[config.mk]
export PLATFORM = sky130hd
export DESIGN_NAME = dtc_tx_sched
export DESIGN_NICKNAME = d
export VERILOG_FILES = /design/src/rtl/dtc_tx_sched.sv
export SDC_FILE = /design/constraint.sdc
export NUM_CORES = 1
export LEC_CHECK = 0
export ABC_AREA = 1
export BUFFER_PORTS_ARGS = -buffer_cell sky130_fd_sc_hd__buf_2
export CAP_MARGIN = 15
export CELL_PAD_IN_SITES_DETAIL_PLACEMENT = 0
export CELL_PAD_IN_SITES_GLOBAL_PLACEMENT = 1
export CORE_MARGIN = 2
export CORE_UTILIZATION = 38
export CTS_CLUSTER_DIAMETER = 120
export DETAILED_ROUTE_END_ITERATION = 8
export PLACE_DENSITY_LB_ADDON = 0.1
export RECOVER_POWER = 25
export SETUP_SLACK_MARGIN = 0.15
export SYNTH_ARGS = -nofsm -noshare
export SYNTH_HDL_FRONTEND = slang
export SYNTH_SLANG_ARGS = --single-unit
[constraint.sdc]
create_clock -name dtc_clk -period 2.25 [get_ports dtc_clk]
set_input_delay 0.1125 -clock dtc_clk [delete_from_list [all_inputs] [get_ports dtc_clk]]
set_output_delay 0.1125 -clock dtc_clk [all_outputs]
set_load 0.005 [all_outputs]
[src/rtl/dtc_tx_sched.sv]
// dtc_tx_sched: front-end scheduler for the DTC transmitter.
// It holds one pending slot each for readout triggers, register-read replies and
// status requests. It grants one request at a time and pulses rdocmd/read/streq.
// It holds address/data/status stable for the whole frame.
module dtc_tx_sched #(
   parameter int unsigned MAX_CONSEC   = 4,
   parameter int unsigned RD_TIMEOUT   = 1023,
   parameter int unsigned START_TO     = 15,
   parameter logic [31:0] TIMEOUT_WORD = 32'hDEAD_DEAD
) (
   input  logic        dtc_clk,
   input  logic        rst_n,
   input  logic        trig,
   input  logic        rd_req,
   input  logic [31:0] rd_addr,
   input  logic        reg_vld,
   input  logic [31:0] reg_data,
   input  logic        st_req,
   input  logic [15:0] status_in,
   input  logic        tx_idle,
   output logic        rdocmd,
   output logic        read,
   output logic        streq,
   output logic [31:0] address,
   output logic [31:0] data,
   output logic        data_vld,
   output logic [15:0] status,
   output logic [7:0]  trig_drops,
   output logic [1:0]  err
);

   localparam int unsigned TMAX  = (RD_TIMEOUT > START_TO) ? RD_TIMEOUT : START_TO;
   localparam int unsigned CNT_W = $clog2(TMAX + 1);
   localparam int unsigned CON_W = $clog2(MAX_CONSEC + 1);

   typedef enum logic [2:0] {
      S_IDLE, S_ISSUE, S_WAIT_START, S_WAIT_DATA, S_WAIT_DONE
   } state_e;

   typedef enum logic [1:0] {G_NONE, G_TRIG, G_RD, G_ST} gnt_e;

   state_e             state_q, state_d;
   gnt_e               gnt_q, gnt_d, gnt_sel;
   logic               p_trig_q, p_trig_d;
   logic               p_rd_q, p_rd_d;
   logic               p_st_q, p_st_d;
   logic [31:0]        addr_cap_q, addr_cap_d;
   logic [CON_W-1:0]   consec_q, consec_d;
   logic [CNT_W-1:0]   cnt_q, cnt_d;
   logic [31:0]        address_q, address_d;
   logic [31:0]        data_q, data_d;
   logic               data_vld_q, data_vld_d;
   logic [15:0]        status_q, status_d;
   logic [7:0]         drops_q, drops_d;
   logic [1:0]         err_q, err_d;

   // Next-state logic: arbitration, frame sequencing, timeouts and pending-slot bookkeeping.
   always_comb begin
      // NOTE: every signal gets a default here first, so no path can leave one unassigned and infer a latch.
      state_d    = state_q;
      gnt_d      = gnt_q;
      gnt_sel    = G_NONE;
      addr_cap_d = addr_cap_q;
      consec_d   = consec_q;
      cnt_d      = '0;
      address_d  = address_q;
      data_d     = data_q;
      data_vld_d = data_vld_q;
      status_d   = status_q;
      drops_d    = drops_q;
      err_d      = err_q;

      case (state_q)
         S_IDLE: begin
            if (tx_idle) begin
               // Anti-starvation: after MAX_CONSEC readouts, a waiting read/status goes first.
               if ((consec_q == CON_W'(MAX_CONSEC)) && (p_rd_q || p_st_q))
                  gnt_sel = p_rd_q ? G_RD : G_ST;
               else if (p_trig_q)
                  gnt_sel = G_TRIG;
               else if (p_rd_q)
                  gnt_sel = G_RD;
               else if (p_st_q)
                  gnt_sel = G_ST;
            end
            if (gnt_sel != G_NONE) begin
               state_d = S_ISSUE;
               gnt_d   = gnt_sel;
            end
            case (gnt_sel)
               G_TRIG: if (consec_q != CON_W'(MAX_CONSEC)) consec_d = consec_q + CON_W'(1);
               G_RD: begin
                  address_d = addr_cap_q;
                  consec_d  = '0;
               end
               G_ST: begin
                  status_d = status_in;
                  consec_d = '0;
               end
               default: ;
            endcase
         end
         S_ISSUE: state_d = S_WAIT_START;
         S_WAIT_START: begin
            if (!tx_idle)
               state_d = (gnt_q == G_RD) ? S_WAIT_DATA : S_WAIT_DONE;
            else if (cnt_q == CNT_W'(START_TO - 1)) begin
               err_d[1] = 1'b1;
               state_d  = S_IDLE;
            end else
               cnt_d = cnt_q + CNT_W'(1);
         end
         S_WAIT_DATA: begin
            if (reg_vld) begin
               data_d     = reg_data;
               data_vld_d = 1'b1;
               state_d    = S_WAIT_DONE;
            end else if (cnt_q == CNT_W'(RD_TIMEOUT - 1)) begin
               data_d     = TIMEOUT_WORD;
               data_vld_d = 1'b1;
               err_d[0]   = 1'b1;
               state_d    = S_WAIT_DONE;
            end else
               cnt_d = cnt_q + CNT_W'(1);
         end
         S_WAIT_DONE: begin
            if (tx_idle) begin
               data_vld_d = 1'b0;
               state_d    = S_IDLE;
            end
         end
         default: state_d = S_IDLE;
      endcase

      // A slot is busy if it stays pending past this cycle. A pulse in the grant cycle re-arms the slot.
      p_trig_d = (p_trig_q && (gnt_sel != G_TRIG)) || trig;
      p_rd_d   = (p_rd_q && (gnt_sel != G_RD)) || rd_req;
      p_st_d   = (p_st_q && (gnt_sel != G_ST)) || st_req;

      if (trig && p_trig_q && (gnt_sel != G_TRIG) && (drops_q != 8'hFF))
         drops_d = drops_q + 8'd1;

      if (rd_req && !(p_rd_q && (gnt_sel != G_RD)))
         addr_cap_d = rd_addr;
   end

   // State register. Every flop resets asynchronously, so a mid-frame reset clears the outputs at once.
   always_ff @(posedge dtc_clk or negedge rst_n) begin
      if (!rst_n) begin
         state_q    <= S_IDLE;
         gnt_q      <= G_NONE;
         p_trig_q   <= 1'b0;
         p_rd_q     <= 1'b0;
         p_st_q     <= 1'b0;
         addr_cap_q <= '0;
         consec_q   <= '0;
         cnt_q      <= '0;
         address_q  <= '0;
         data_q     <= '0;
         data_vld_q <= 1'b0;
         status_q   <= '0;
         drops_q    <= '0;
         err_q      <= '0;
      end else begin
         // NOTE: non-blocking assignments so every flop samples pre-edge values regardless of statement order.
         state_q    <= state_d;
         gnt_q      <= gnt_d;
         p_trig_q   <= p_trig_d;
         p_rd_q     <= p_rd_d;
         p_st_q     <= p_st_d;
         addr_cap_q <= addr_cap_d;
         consec_q   <= consec_d;
         cnt_q      <= cnt_d;
         address_q  <= address_d;
         data_q     <= data_d;
         data_vld_q <= data_vld_d;
         status_q   <= status_d;
         drops_q    <= drops_d;
         err_q      <= err_d;
      end
   end

   // The command pulse for the granted type is decoded from the one-cycle ISSUE state.
   assign rdocmd     = (state_q == S_ISSUE) && (gnt_q == G_TRIG);
   assign read       = (state_q == S_ISSUE) && (gnt_q == G_RD);
   assign streq      = (state_q == S_ISSUE) && (gnt_q == G_ST);
   assign address    = address_q;
   assign data       = data_q;
   assign data_vld   = data_vld_q;
   assign status     = status_q;
   assign trig_drops = drops_q;
   assign err        = err_q;

endmodule

== After elaboration in Yosys (flattened, before gate mapping) ==
Cells that the tools add are included.

* Reduce and logical (&&, ||, !) cells: 31
* Equality and inequality tests: 23
* Add/sub/neg operators: 3
* Bitwise gates (word level): 1
* Muxes and demuxes: 29

{| class="wikitable"
|+ Operator list
! kind !! count
|-
| $mux 32 || 2
|-
| $mux 10 || 4
|-
| $mux 3 || 8
|-
| $pmux 10 s2 || 1
|-
| $pmux 3 s5 || 1
|-
| $mux 2 || 7
|-
| $reduce_and 3->1 || 4
|-
| $logic_and 1x1->1 || 11
|-
| $add 10x1->10 const B || 1
|-
| $eq 10x10->1 const B || 1
|-
| $eq 10x4->1 const B || 1
|-
| $ne 2x2->1 const B || 5
|-
| $ne 3x3->1 const B || 3
|-
| $add 8x1->8 const B || 1
|-
| $eq 2x2->1 const B || 4
|-
| $ne 8x8->1 const B || 1
|-
| $reduce_and 2->1 || 4
|-
| $reduce_bool 2->1 || 4
|-
| $eq 3x2->1 const B || 2
|-
| $eq 3x3->1 const B || 2
|-
| $pmux 3 s2 || 1
|-
| $eq 2x1->1 const B || 2
|-
| $logic_or 1x1->1 || 4
|-
| $mux 1 || 4
|-
| other kinds (9) || 9
|}

* Word-level logic and storage cells: 102
* Input port bits: 87
* Register bits: 144

== Depth between registers and ports, before layout ==
Gate-level depths: netlist (run 1).

* Depth after elaboration: 11
* Gate-level depth with buffers: 12
* Mapped depth without buffers: 11

== Least setup slack after synthesis (run 1) ==
OpenSTA, ideal clock, no wires.

* Path type: reg-to-reg
* Start point: register consec_q[0]
* End point: register addr_cap_q[10]
* Arrival time: 1541 ps
* Clock period less this slack: 1658 ps
* Stages on the path, launching flop included: 13
* Path slack: 592 ps
* Cells stage by stage: dfrtp_1 > inv_1 > ha_1 > nand2_1 > nand2_1 > nand2_1 > nand2_1 > nand2_4 > nand2_4 > nand2_2 > buf_6 > nand2_1 > nand2_1

* Longest elaborated chain between the ends: 10

{| class="wikitable"
|+ RTL lines
! element !! line !! RTL
|-
| from (decl) || 48 || <nowiki>logic [CON_W-1:0] consec_q, consec_d;</nowiki>
|-
| from (signal assigned) || 172 || <nowiki>consec_q <= consec_d;</nowiki>
|-
| $eq 3x3->1 || 77 || <nowiki>if ((consec_q == CON_W'(MAX_CONSEC)) && (p_rd_q || p_st_q))</nowiki>
|-
| $logic_and 1x1->1 || 77 ||
|-
| $mux 2 || 77 ||
|-
| $mux 2 || 75 || <nowiki>if (tx_idle) begin</nowiki>
|-
| $mux 2 (2 in a row) || 73 || <nowiki>case (state_q)</nowiki>
|-
| $ne 2x2->1 || 143 || <nowiki>if (rd_req && !(p_rd_q && (gnt_sel != G_RD)))</nowiki>
|-
| $logic_and 1x1->1 || 143 ||
|-
| $logic_not 1->1 || 143 ||
|-
| $logic_and 1x1->1 || 143 ||
|-
| to (signal assigned) || 171 || <nowiki>addr_cap_q <= addr_cap_d;</nowiki>
|-
| to (decl) || 47 || <nowiki>logic [31:0] addr_cap_q, addr_cap_d;</nowiki>
|}

Every way passes these cells. The select of a mux whose other input is x is not followed.
A chain may end at the register's enable or synchronous reset.

== Worst setup path after layout (run 1) ==
* Start point: register consec_q[0]
* End point: register state_q[2]

* Longest elaborated chain between the ends: 8

{| class="wikitable"
|+ RTL lines
! element !! line !! RTL
|-
| $eq 3x3->1 || 77 ||
|-
| $logic_and 1x1->1 || 77 ||
|-
| $mux 2 || 77 ||
|-
| $mux 2 || 75 ||
|-
| $mux 2 || 73 ||
|-
| $reduce_bool 2->1 || 86 || <nowiki>if (gnt_sel != G_NONE) begin</nowiki>
|-
| $ne 2x2->1 (no line) || n/a ||
|-
| $reduce_and 4->1 (no line) || n/a ||
|-
| to (signal assigned) || 166 || <nowiki>state_q <= state_d;</nowiki>
|-
| to (decl) || 42 || <nowiki>state_e state_q, state_d;</nowiki>
|}

Every way passes these cells. The select of a mux whose other input is x is not followed.

==> impl_metrics.env, run 1 <==
export IMPL_status="finished, final reports clean"
export IMPL_finalCriticalPeriod_ns=1.91
export IMPL_syn2layout_area_growth_pct=41.4
export IMPL_tightest_slew_ns=1.33
export IMPL_synth_warnings=0
export IMPL_hold_class="input port to flop"
export IMPL_worstPathArrival_ns=2.21
export IMPL_clock_latency_ns=0.41
export IMPL_internal_power_w=0.00653
export IMPL_combPwrFrac=0.295
export IMPL_clkTransAtPathRegs_ns=0.06
export IMPL_top_layer="met4"
export IMPL_dpl_cell_area_sq_um=7270
export IMPL_r2r_start="consec_q[0]"
export IMPL_crit_path_start_kind="flop"
export IMPL_power_frac_seq=0.424
export IMPL_n_antenna_cell=0
export IMPL_grt_use_total=0.196
export IMPL_fin_area_sq_um=8660
export IMPL_drtIter0Drc=205
export IMPL_seq_area_frac_synth=0.588
export IMPL_dp_hpwl_mm=11.1
export IMPL_die_x_microns=131
export IMPL_vias_per_cell=4.67
export IMPL_grt_pass1_wl_mm=26.3
export IMPL_r2r_end="state_q[2]"
export IMPL_met2_length_mm=8.00
export IMPL_worstRegToRegCells=10
export IMPL_pre_cts_ws_ns=0.265
export IMPL_dr_wl_met3_microns=829
export IMPL_min_delay_start="reg_data[13]"
export IMPL_cts_tree="done"
export IMPL_gp_congestion=0.781
export IMPL_boundaryPins=181
export IMPL_h_tree_depth=4
export IMPL_power_net_switching_w=0.00328
export IMPL_synth_fp_nets=798
export IMPL_io_buffers=180
export IMPL_overflow=0
export IMPL_finalMaxSlewViolations=0
export IMPL_synth_seq_cells=144
export IMPL_irDropWorstVdd_mv=0.511
export IMPL_postLayoutCoreUtil=0.547
export IMPL_setup_ws_ns=0.344
export IMPL_start_util=0.387
export IMPL_grt_pass1_vias=5420
export IMPL_die_height_microns=131
export IMPL_worstPathMaxFanout=33
export IMPL_crit_path_start="consec_q[0]"
export IMPL_p_sw_frac=0.335
export IMPL_tns_ns=0
export IMPL_fin_crit_sh=0.847
export IMPL_synth_cell_types=27
export IMPL_p_leak_nw=4.62
export IMPL_fp_dieArea_sq_um=17100
export IMPL_drc=0
export IMPL_num_rows=46
export IMPL_power_frac_clock=0.281
export IMPL_cts_setup_buffers=0
export IMPL_drive_above_1_share=0.235
export IMPL_dr_pass1_iters=4
export IMPL_vias=5592
export IMPL_synth_area_sq_um=6120
export IMPL_power_density_nw_per_um2=1130
export IMPL_min_delay_path_depth=3
export IMPL_hold_violations=0
export IMPL_syn_mean_instance_area_sq_um=8.68
export IMPL_setup_viol=0
export IMPL_clockRootBuffer="clkbuf_16"
export IMPL_antenna_found_initial=0
export IMPL_ant_nets=0
export IMPL_relSlewSlack=0.112
export IMPL_holdPathEnd="data[13]"
export IMPL_drt_met1_wl_mm=7.50
export IMPL_fin_nets=1061
export IMPL_endpoint_kind="flop"
export IMPL_fmax_ghz=0.525
export IMPL_clock_sinks=144
export IMPL_clockBufferDepth=2
export IMPL_grt_max_degree=61
export IMPL_drv_cap=0
export IMPL_p_total_w=0.00981
export IMPL_skew_ns=0.00704
export IMPL_coreArea_sq_um=15800
export IMPL_syn_inst=706
export IMPL_routed_wl_mm=16.5
export IMPL_rsz0062_at_grt="no"
export IMPL_crit_type="flop to flop"
export IMPL_reg2reg_slack_ns=0.34
export IMPL_cts_buffers=17
export IMPL_routedWlPerCell_microns=13.8
export IMPL_crit_required_ns=2.55
synthesized netlist by cell type:
| cell type | count | area (sq um) |
|---|---|---|
| nand3b_1 | 1 | 7.51 |
| inv_2 | 2 | 7.51 |
| nor2_4 | 2 | 22.5 |
| o21bai_1 | 2 | 15.0 |
| nand2_4 | 2 | 22.5 |
| and2_1 | 1 | 6.26 |
| o21ai_0 | 14 | 70.1 |
| nor2_1 | 91 | 342 |
| nand4_1 | 13 | 81.3 |
| buf_4 | 3 | 22.5 |
| buf_6 | 3 | 33.8 |
| nand3_1 | 105 | 526 |
| a21oi_1 | 6 | 30.0 |
| nand2_2 | 2 | 12.5 |
| nand2_1 | 220 | 826 |
| inv_1 | 41 | 154 |
| o22ai_1 | 1 | 6.26 |
| o21ai_2 | 1 | 8.76 |
| buf_2 | 18 | 90.1 |
| xnor2_1 | 3 | 26.3 |
| xor2_1 | 6 | 52.6 |
| clkbuf_1 | 8 | 30.0 |
| ha_1 | 5 | 62.6 |
| dfrtp_1 | 144 | 3600 |
| a21o_1 | 3 | 22.5 |
| nor3_1 | 8 | 40.0 |
| clkinv_1 | 1 | 3.75 |
area by class of cell:
cell class / instances / area [sq um]
fillers: 1499 / 7170
clock buffers: 22 / 474
inverters: 44 / 165
well taps: 216 / 270
clock inverters: 9 / 109
multi-input cells: 486 / 2180
repair buffers: 276 / 1860
flip-flops and latches: 144 / 3600
power by group through the flow:
stage | clock network, W | logic, W | registers, W
floorplan | 0 | 0.00155 | 0.00417
global placement | 0 | 0.00275 | 0.00417
detailed placement | 0 | 0.00282 | 0.00420
CTS | 0.00284 | 0.00294 | 0.00416
global route | 0.00295 | 0.00335 | 0.00429
finish | 0.00276 | 0.00289 | 0.00416
kinds of logic after synthesis:
group	Yosys count	synth area share
buf+inv	76	0.0558
simple gates	445	0.308
xor+xnor	9	0.0129
fa+ha+maj	5	0.0102
compound gates	27	0.0249
flops	144	0.588
layer usage:
metal  track usage  vias to the layer above
li1              -                     2778
met1         0.256                     2637
met2         0.329                      158
met3        0.0464                       19
met4        0.0532                        0
met5             0                        -
placed cells by master (no fill, tap or decap), types with 4 or more instances in the layout:
master and instances:
nand2_1 220, buf_2 180, dfrtp_1 144, nand3_1 105
nor2_1 91, dlygate4sd3_1 82, inv_1 41, clkbuf_16 17
o21ai_0 14, nand4_1 13, buf_4 9, nor3_1 8
xor2_1 6, a21oi_1 6, ha_1 5, clkinvlp_4 4
stage by stage:
step | cells | hold slack, ns
finish | 1197 | 0.0325
floorplan | 706 | -0.183
global route | 1197 | 0.0421
detailed placement | 1084 | 0.0168
CTS | 1197 | 0.0287
global placement | 1084 | 0.0147
worst max-delay path, cell delays in order, from the launching register on:
cell     delay, ns
dfrtp_1       0.39
inv_1         0.08
ha_1          0.14
nand2_1       0.09
nand2_1       0.13
nand2_1       0.10
nand2_1       0.14
buf_4         0.38
nand2_1       0.16
nand4_1       0.12
nand2_1       0.05
worst max-delay path by stage:
stage                     end  slack, ns  cells after the start
5_1_grt                p_rd_q       0.15                      3
4_1_cts                p_st_q       0.25                      9
6_report           state_q[2]       0.34                     10
3_5_place_dp           p_st_q       0.27                      9
2_1_floorplan  addr_cap_q[10]       0.59                     12
3_3_place_gp           p_st_q       0.30                      9
sequential cells by signal, indices dropped and copies added, names as in the netlist, 3 cells and up:
name / count
consec_q: 3
address: 32
state_q: 3
trig_drops: 8
data: 32
cnt_q: 10
addr_cap_q: 32
status: 16
repair_timing:
item                       4_1_cts  5_1_grt
setup endpoints to repair        0       19
hold endpoints to repair       193        0
hold buffers                    82        0
resized for setup                0        2
No activity file was read; power rests on OpenSTA's default activity.
==> run 2: changes to the inputs <==
--- a/config.mk
+++ b/config.mk
@@ -11,7 +11,7 @@
 export CELL_PAD_IN_SITES_DETAIL_PLACEMENT = 0
 export CELL_PAD_IN_SITES_GLOBAL_PLACEMENT = 1
 export CORE_MARGIN = 2
-export CORE_UTILIZATION = 38
+export CORE_UTILIZATION = 34
 export CTS_CLUSTER_DIAMETER = 120
 export DETAILED_ROUTE_END_ITERATION = 8
 export PLACE_DENSITY_LB_ADDON = 0.1
==> constraint.sdc (replaced) <==
create_clock -name dtc_clk -period 1.7 [get_ports dtc_clk]
set_input_delay 0.085 -clock dtc_clk [delete_from_list [all_inputs] [get_ports dtc_clk]]
set_output_delay 0.085 -clock dtc_clk [all_outputs]
set_load 0.005 [all_outputs]
==> run 2 against run 1 <==
Non-clock buffer count increased by 56. Largest cell class unchanged. Worst hold slack improved by 0.010 ns. Sequential power increased by 37%. Critical path type unchanged. Final cell count increased by 6.1%. Utilization increased by 2.7 points. The flow now finishes with violations (negative setup slack). Largest power group is now combinational cells. Via count increased by 7.6%. Routed wire length increased by 23%. Die area increased by 11%. Clock power increased by 35%. First-iteration DRC count increased by 12%. Maximum frequency increased by 9.7%. Critical endpoint is now addr_cap_q[20].
==> impl_metrics.env, run 2 (same netlist as run 1, synthesis figures left out) <==
export IMPL_irDropWorstVdd_mv=0.754
export IMPL_rsz0062_at_grt="yes"
export IMPL_overflow=0
export IMPL_finalMaxSlewViolations=0
export IMPL_n_antenna_cell=0
export IMPL_vias_per_cell=4.74
export IMPL_r2r_start="consec_q[1]"
export IMPL_crit_path_start="consec_q[1]"
export IMPL_crit_type="flop to flop"
export IMPL_h_tree_depth=4
export IMPL_layout_commonest_cell="buf_2"
export IMPL_coreArea_sq_um=17800
export IMPL_tightest_slew_ns=1.06
export IMPL_tns_ns=-0.514
export IMPL_hold_violations=0
export IMPL_violations="negative setup slack"
export IMPL_power_net_switching_w=0.00549
export IMPL_cts_buffers=17
export IMPL_clkTransAtPathRegs_ns=0.06
export IMPL_setup_viol=28
export IMPL_ant_nets=0
export IMPL_fp_dieArea_sq_um=19100
export IMPL_routedWlPerCell_microns=16.0
export IMPL_die_x_microns=138
export IMPL_met2_length_mm=10.3
export IMPL_cts_tree="done"
export IMPL_power_frac_clock=0.242
export IMPL_worstPathMaxFanout=8
export IMPL_internal_power_w=0.00987
export IMPL_routed_wl_mm=20.3
export IMPL_die_height_microns=138
export IMPL_antenna_found_initial=0
export IMPL_drtIter0Drc=229
export IMPL_grt_max_degree=59
export IMPL_status="finished, violations left"
export IMPL_grt_pass1_vias=5685
export IMPL_setup_ws_ns=-0.0370
export IMPL_dp_hpwl_mm=11.6
export IMPL_drive_above_1_share=0.398
export IMPL_fin_crit_sh=1.02
export IMPL_min_delay_start="reg_vld"
export IMPL_crit_path_start_kind="flop"
export IMPL_clock_sinks=144
export IMPL_combPwrFrac=0.387
export IMPL_final_cell_mix="buf_2, nand2_1, dfrtp_1"
export IMPL_boundaryPins=181
export IMPL_grt_pass1_wl_mm=29.2
export IMPL_top_layer="met4"
export IMPL_drc=0
export IMPL_dr_pass1_iters=6
export IMPL_grt_use_total=0.190
export IMPL_power_frac_seq=0.371
export IMPL_gp_congestion=0.842
export IMPL_hold_class="input port to flop"
export IMPL_postLayoutCoreUtil=0.574
export IMPL_endpoint_kind="flop"
export IMPL_start_util=0.343
export IMPL_p_sw_frac=0.357
export IMPL_relSlewSlack=0.294
export IMPL_dr_wl_met3_microns=883
export IMPL_clockBufferDepth=2
export IMPL_clockRootBuffer="clkbuf_16"
export IMPL_syn2layout_area_growth_pct=67.2
export IMPL_worstPathArrival_ns=2.04
export IMPL_drt_met1_wl_mm=8.75
export IMPL_clock_latency_ns=0.42
export IMPL_p_leak_nw=5.14
export IMPL_fmax_ghz=0.576
export IMPL_finalCriticalPeriod_ns=1.74
export IMPL_crit_required_ns=2.01
export IMPL_worstRegToRegCells=12
export IMPL_power_density_nw_per_um2=1500
export IMPL_io_buffers=180
export IMPL_min_delay_path_depth=3
export IMPL_skew_ns=0.00770
export IMPL_vias=6017
export IMPL_num_rows=49
export IMPL_fin_nets=1120
export IMPL_drv_cap=0
run 2: cell types whose count changed in the layout (fill, tap and decap cells not counted), sizes merged:
cell         before  now
buf             193  239
clkbuf           23   28
inv              43   47
nand2           224  227
clkinvlp          4    6
clkinv            4    3
dlygate4sd3      82   83
run 2: layer usage:
metal  vias up  track usage
met5         -            0
met4         0       0.0489
met3        19       0.0478
met2       186        0.318
met1      2897        0.247
li1       2915            -
run 2: repair_timing:
item,in CTS,in global routing
hold buffers,83,0
pin swaps,16,33
buffers inserted,10,13
setup endpoints to repair,142,143
endpoints found under the hold margin,208,0
cloned,5,14
gates resized for setup,51,161
run 2: worst paths after layout:
path | end | slack [ns]
max reg2reg | addr_cap_q[20] | -0.04
min in group asynchronous | data[1] | 0.39
max | addr_cap_q[20] | -0.04
min | data[22] | 0.04
min reg2reg | address[18] | 0.47
max in group asynchronous | address[20] | 0.32
run 2: power groups by stage:
stage | Combinational, W | Clock, W | Sequential, W
6_report | 0.00595 | 0.00372 | 0.00569
3_5_place_dp | 0.00407 | 0 | 0.00552
4_1_cts | 0.00481 | 0.00381 | 0.00550
3_3_place_gp | 0.00396 | 0 | 0.00548
2_1_floorplan | 0.00207 | 0 | 0.00552
5_1_grt | 0.00653 | 0.00396 | 0.00585
run 2: worst max-delay path: stages (launching register included):
cell,delay (ns)
dfrtp_1,0.39
inv_2,0.08
ha_4,0.14
nand2_4,0.06
nand2_4,0.11
nand2_4,0.07
nor2_4,0.16
nand2_4,0.09
nand2_8,0.10
buf_12,0.15
nand2_8,0.10
nand2_2,0.11
nand2_1,0.05
run 2: final cells by class:
type                    instances  area, sq um
clock buffers                  18          429
repair buffers                332         2740
well taps                     229          287
fillers                      1631         7600
clock inverters                14          155
flip-flops and latches        144         3600
inverters                      44          169
multi-input cells             489         2860
run 2: stage by stage:
| stage | worst slack [ns] | hold slack, ns | std cells | total power (W) | cell area, sq um |
|---|---|---|---|---|---|
| after detailed placement | -0.0607 | 0.0237 | 1113 | 0.00959 | 7480 |
| final | -0.0370 | 0.0428 | 1270 | 0.0154 | 10200 |
| after global placement | 0.0192 | 0.0220 | 1113 | 0.00944 | 7480 |
| after CTS | 0.0400 | 0.0351 | 1243 | 0.0141 | 9300 |
| after global routing | -0.101 | 0.0320 | 1270 | 0.0163 | 10200 |
| after floorplan | 0.0836 | -0.211 | 706 | 0.00759 | 6140 |
==> run 3: changes to the inputs <==
--- a/config.mk
+++ b/config.mk
@@ -17,6 +17,7 @@
 export PLACE_DENSITY_LB_ADDON = 0.1
 export RECOVER_POWER = 25
 export SETUP_SLACK_MARGIN = 0.15
+export SKIP_CTS_REPAIR_TIMING = 1
 export SYNTH_ARGS = -nofsm -noshare
 export SYNTH_HDL_FRONTEND = slang
 export SYNTH_SLANG_ARGS = --single-unit
==> run 3 against run 2 <==
Clock power barely moved. Die area did not move. Via count fell by 2.1%. Highest routed layer unchanged. Clock-buffer cell count did not move. Non-clock buffer count fell by 14. The flow still finishes with violations (negative setup slack). Critical path type unchanged. Sequential share of layout area rose by 1.0 points. Largest power group is now registers. Maximum frequency rose by 1.1%. Critical endpoint is now addr_cap_q[22]. Worst setup slack improved by 0.019 ns.
==> impl_metrics.env, run 3 (same netlist as run 1, synthesis figures left out) <==
export IMPL_worstPathArrival_ns=2.08
export IMPL_busiest_layer="met2"
export IMPL_min_delay_path_depth=3
export IMPL_dp_hpwl_mm=11.6
export IMPL_ant_nets=0
export IMPL_grt_pass1_vias=5264
export IMPL_die_height_microns=138
export IMPL_antenna_found_initial=0
export IMPL_clockBufferDepth=2
export IMPL_fmax_ghz=0.582
export IMPL_worstPathMaxFanout=8
export IMPL_routed_wl_mm=19.6
export IMPL_violations="negative setup slack"
export IMPL_tightest_slew_ns=1.07
export IMPL_grt_max_degree=59
export IMPL_start_util=0.343
export IMPL_fp_dieArea_sq_um=19100
export IMPL_boundaryPins=181
export IMPL_coreArea_sq_um=17800
export IMPL_cts_tree="done"
export IMPL_pre_cts_ws_ns=-0.0607
export IMPL_gp_congestion=0.842
export IMPL_status="finished, violations left"
export IMPL_fin_nets=1105
export IMPL_crit_required_ns=2.06
export IMPL_p_leak_nw=5.02
export IMPL_die_x_microns=138
export IMPL_clock_sinks=144
export IMPL_drv_cap=0
export IMPL_final_cell_mix="nand2_1, buf_2, dfrtp_1"
export IMPL_setup_viol=10
export IMPL_use_met2=0.279
export IMPL_rsz0062_at_grt="yes"
export IMPL_tns_ns=-0.0626
export IMPL_r2r_start="consec_q[1]"
export IMPL_crit_path_start_kind="flop"
export IMPL_use_met3=0.0516
export IMPL_num_rows=49
export IMPL_clock_latency_ns=0.42
export IMPL_r2r_end="addr_cap_q[22]"
export IMPL_routedWlPerCell_microns=15.6
export IMPL_vias=5891
export IMPL_crit_type="flop to flop"
export IMPL_skew_ns=0.00908
export IMPL_dpl_cell_area_sq_um=7480
export IMPL_cts_buffers=17
export IMPL_grt_pass1_wl_mm=27.0
export IMPL_dr_pass1_iters=4
export IMPL_h_tree_depth=4
export IMPL_clkTransAtPathRegs_ns=0.06
export IMPL_reg2reg_slack_ns=-0.02
export IMPL_finalMaxSlewViolations=0
export IMPL_worstRegToRegCells=11
export IMPL_fill_cells=1648
export IMPL_fin_area_sq_um=9940
export IMPL_vias_per_cell=4.69
export IMPL_overflow=0
export IMPL_n_antenna_cell=0
export IMPL_drtIter0Drc=218
export IMPL_finalCriticalPeriod_ns=1.72
export IMPL_crit_path_start="consec_q[1]"
export IMPL_io_buffers=180
export IMPL_clockRootBuffer="clkbuf_16"
export IMPL_syn2layout_area_growth_pct=62.4
export IMPL_power_density_nw_per_um2=1500
export IMPL_hold_class="input port to flop"
export IMPL_hold_ws_ns=0.0478
export IMPL_fin_crit_sh=1.01
export IMPL_irDropWorstVdd_mv=0.747
export IMPL_drc=0
export IMPL_layout_commonest_cell="nand2_1"
export IMPL_grt_use_total=0.174
export IMPL_endpoint_kind="flop"
export IMPL_p_total_w=0.0149
export IMPL_endpoint="addr_cap_q[22]"
export IMPL_drive_above_1_share=0.377
export IMPL_hold_violations=0
export IMPL_met1_usage=0.231
export IMPL_setup_ws_ns=-0.0175
export IMPL_relSlewSlack=0.289
## run 3: routing by layer
metal  vias up  share of wire
met4         0          0.017
met2       162           0.49
met3        22          0.046
met5         -              0
li1       2875              -
met1      2832           0.44
## run 3: area by class of cell
cell class / instances / area [sq um] / share of cell area
multi-input cells: 488 / 2770 / 0.279
clock buffers: 18 / 429 / 0.0432
clock inverters: 14 / 155 / 0.0156
well taps: 229 / 287 / 0.0288
inverters: 44 / 169 / 0.0170
repair buffers: 318 / 2530 / 0.254
flip-flops and latches: 144 / 3600 / 0.362
## run 3: how the worst min path moves through the flow
stage	slack (ns)	to	startpoint
CTS	-0.43	data[1]	rst_n
global placement	0.02	data[13]	rst_n
global route	0.04	data[17]	reg_vld
finish	0.05	data[22]	reg_vld
detailed placement	0.02	data[1]	rst_n
floorplan	-0.21	addr_cap_q[0]	rst_n
## run 3: power breakdown
| part | total, W | switching (W) | internal [W] |
|---|---|---|---|
| registers | 0.00567 | 0.000932 | 0.00474 |
| clock network | 0.00370 | 0.00152 | 0.00218 |
| logic | 0.00556 | 0.00286 | 0.00270 |
## run 3: worst max-delay path: stages (launching register included)
cell and delay (ns):
dfrtp_1 0.40, inv_2 0.08, ha_4 0.14, nand2_4 0.06
nand2_4 0.09, nand2_4 0.06, nor2_4 0.16, nand2_4 0.10
nand2_8 0.18, clkbuf_16 0.21, nand3_1 0.07, nand2_1 0.10
## run 3: metrics by stage
step	utilization	std cells
floorplan	-	706
global placement	0.419	1113
detailed placement	0.419	1113
CTS	0.452	1145
global route	0.557	1255
finish	0.557	1255
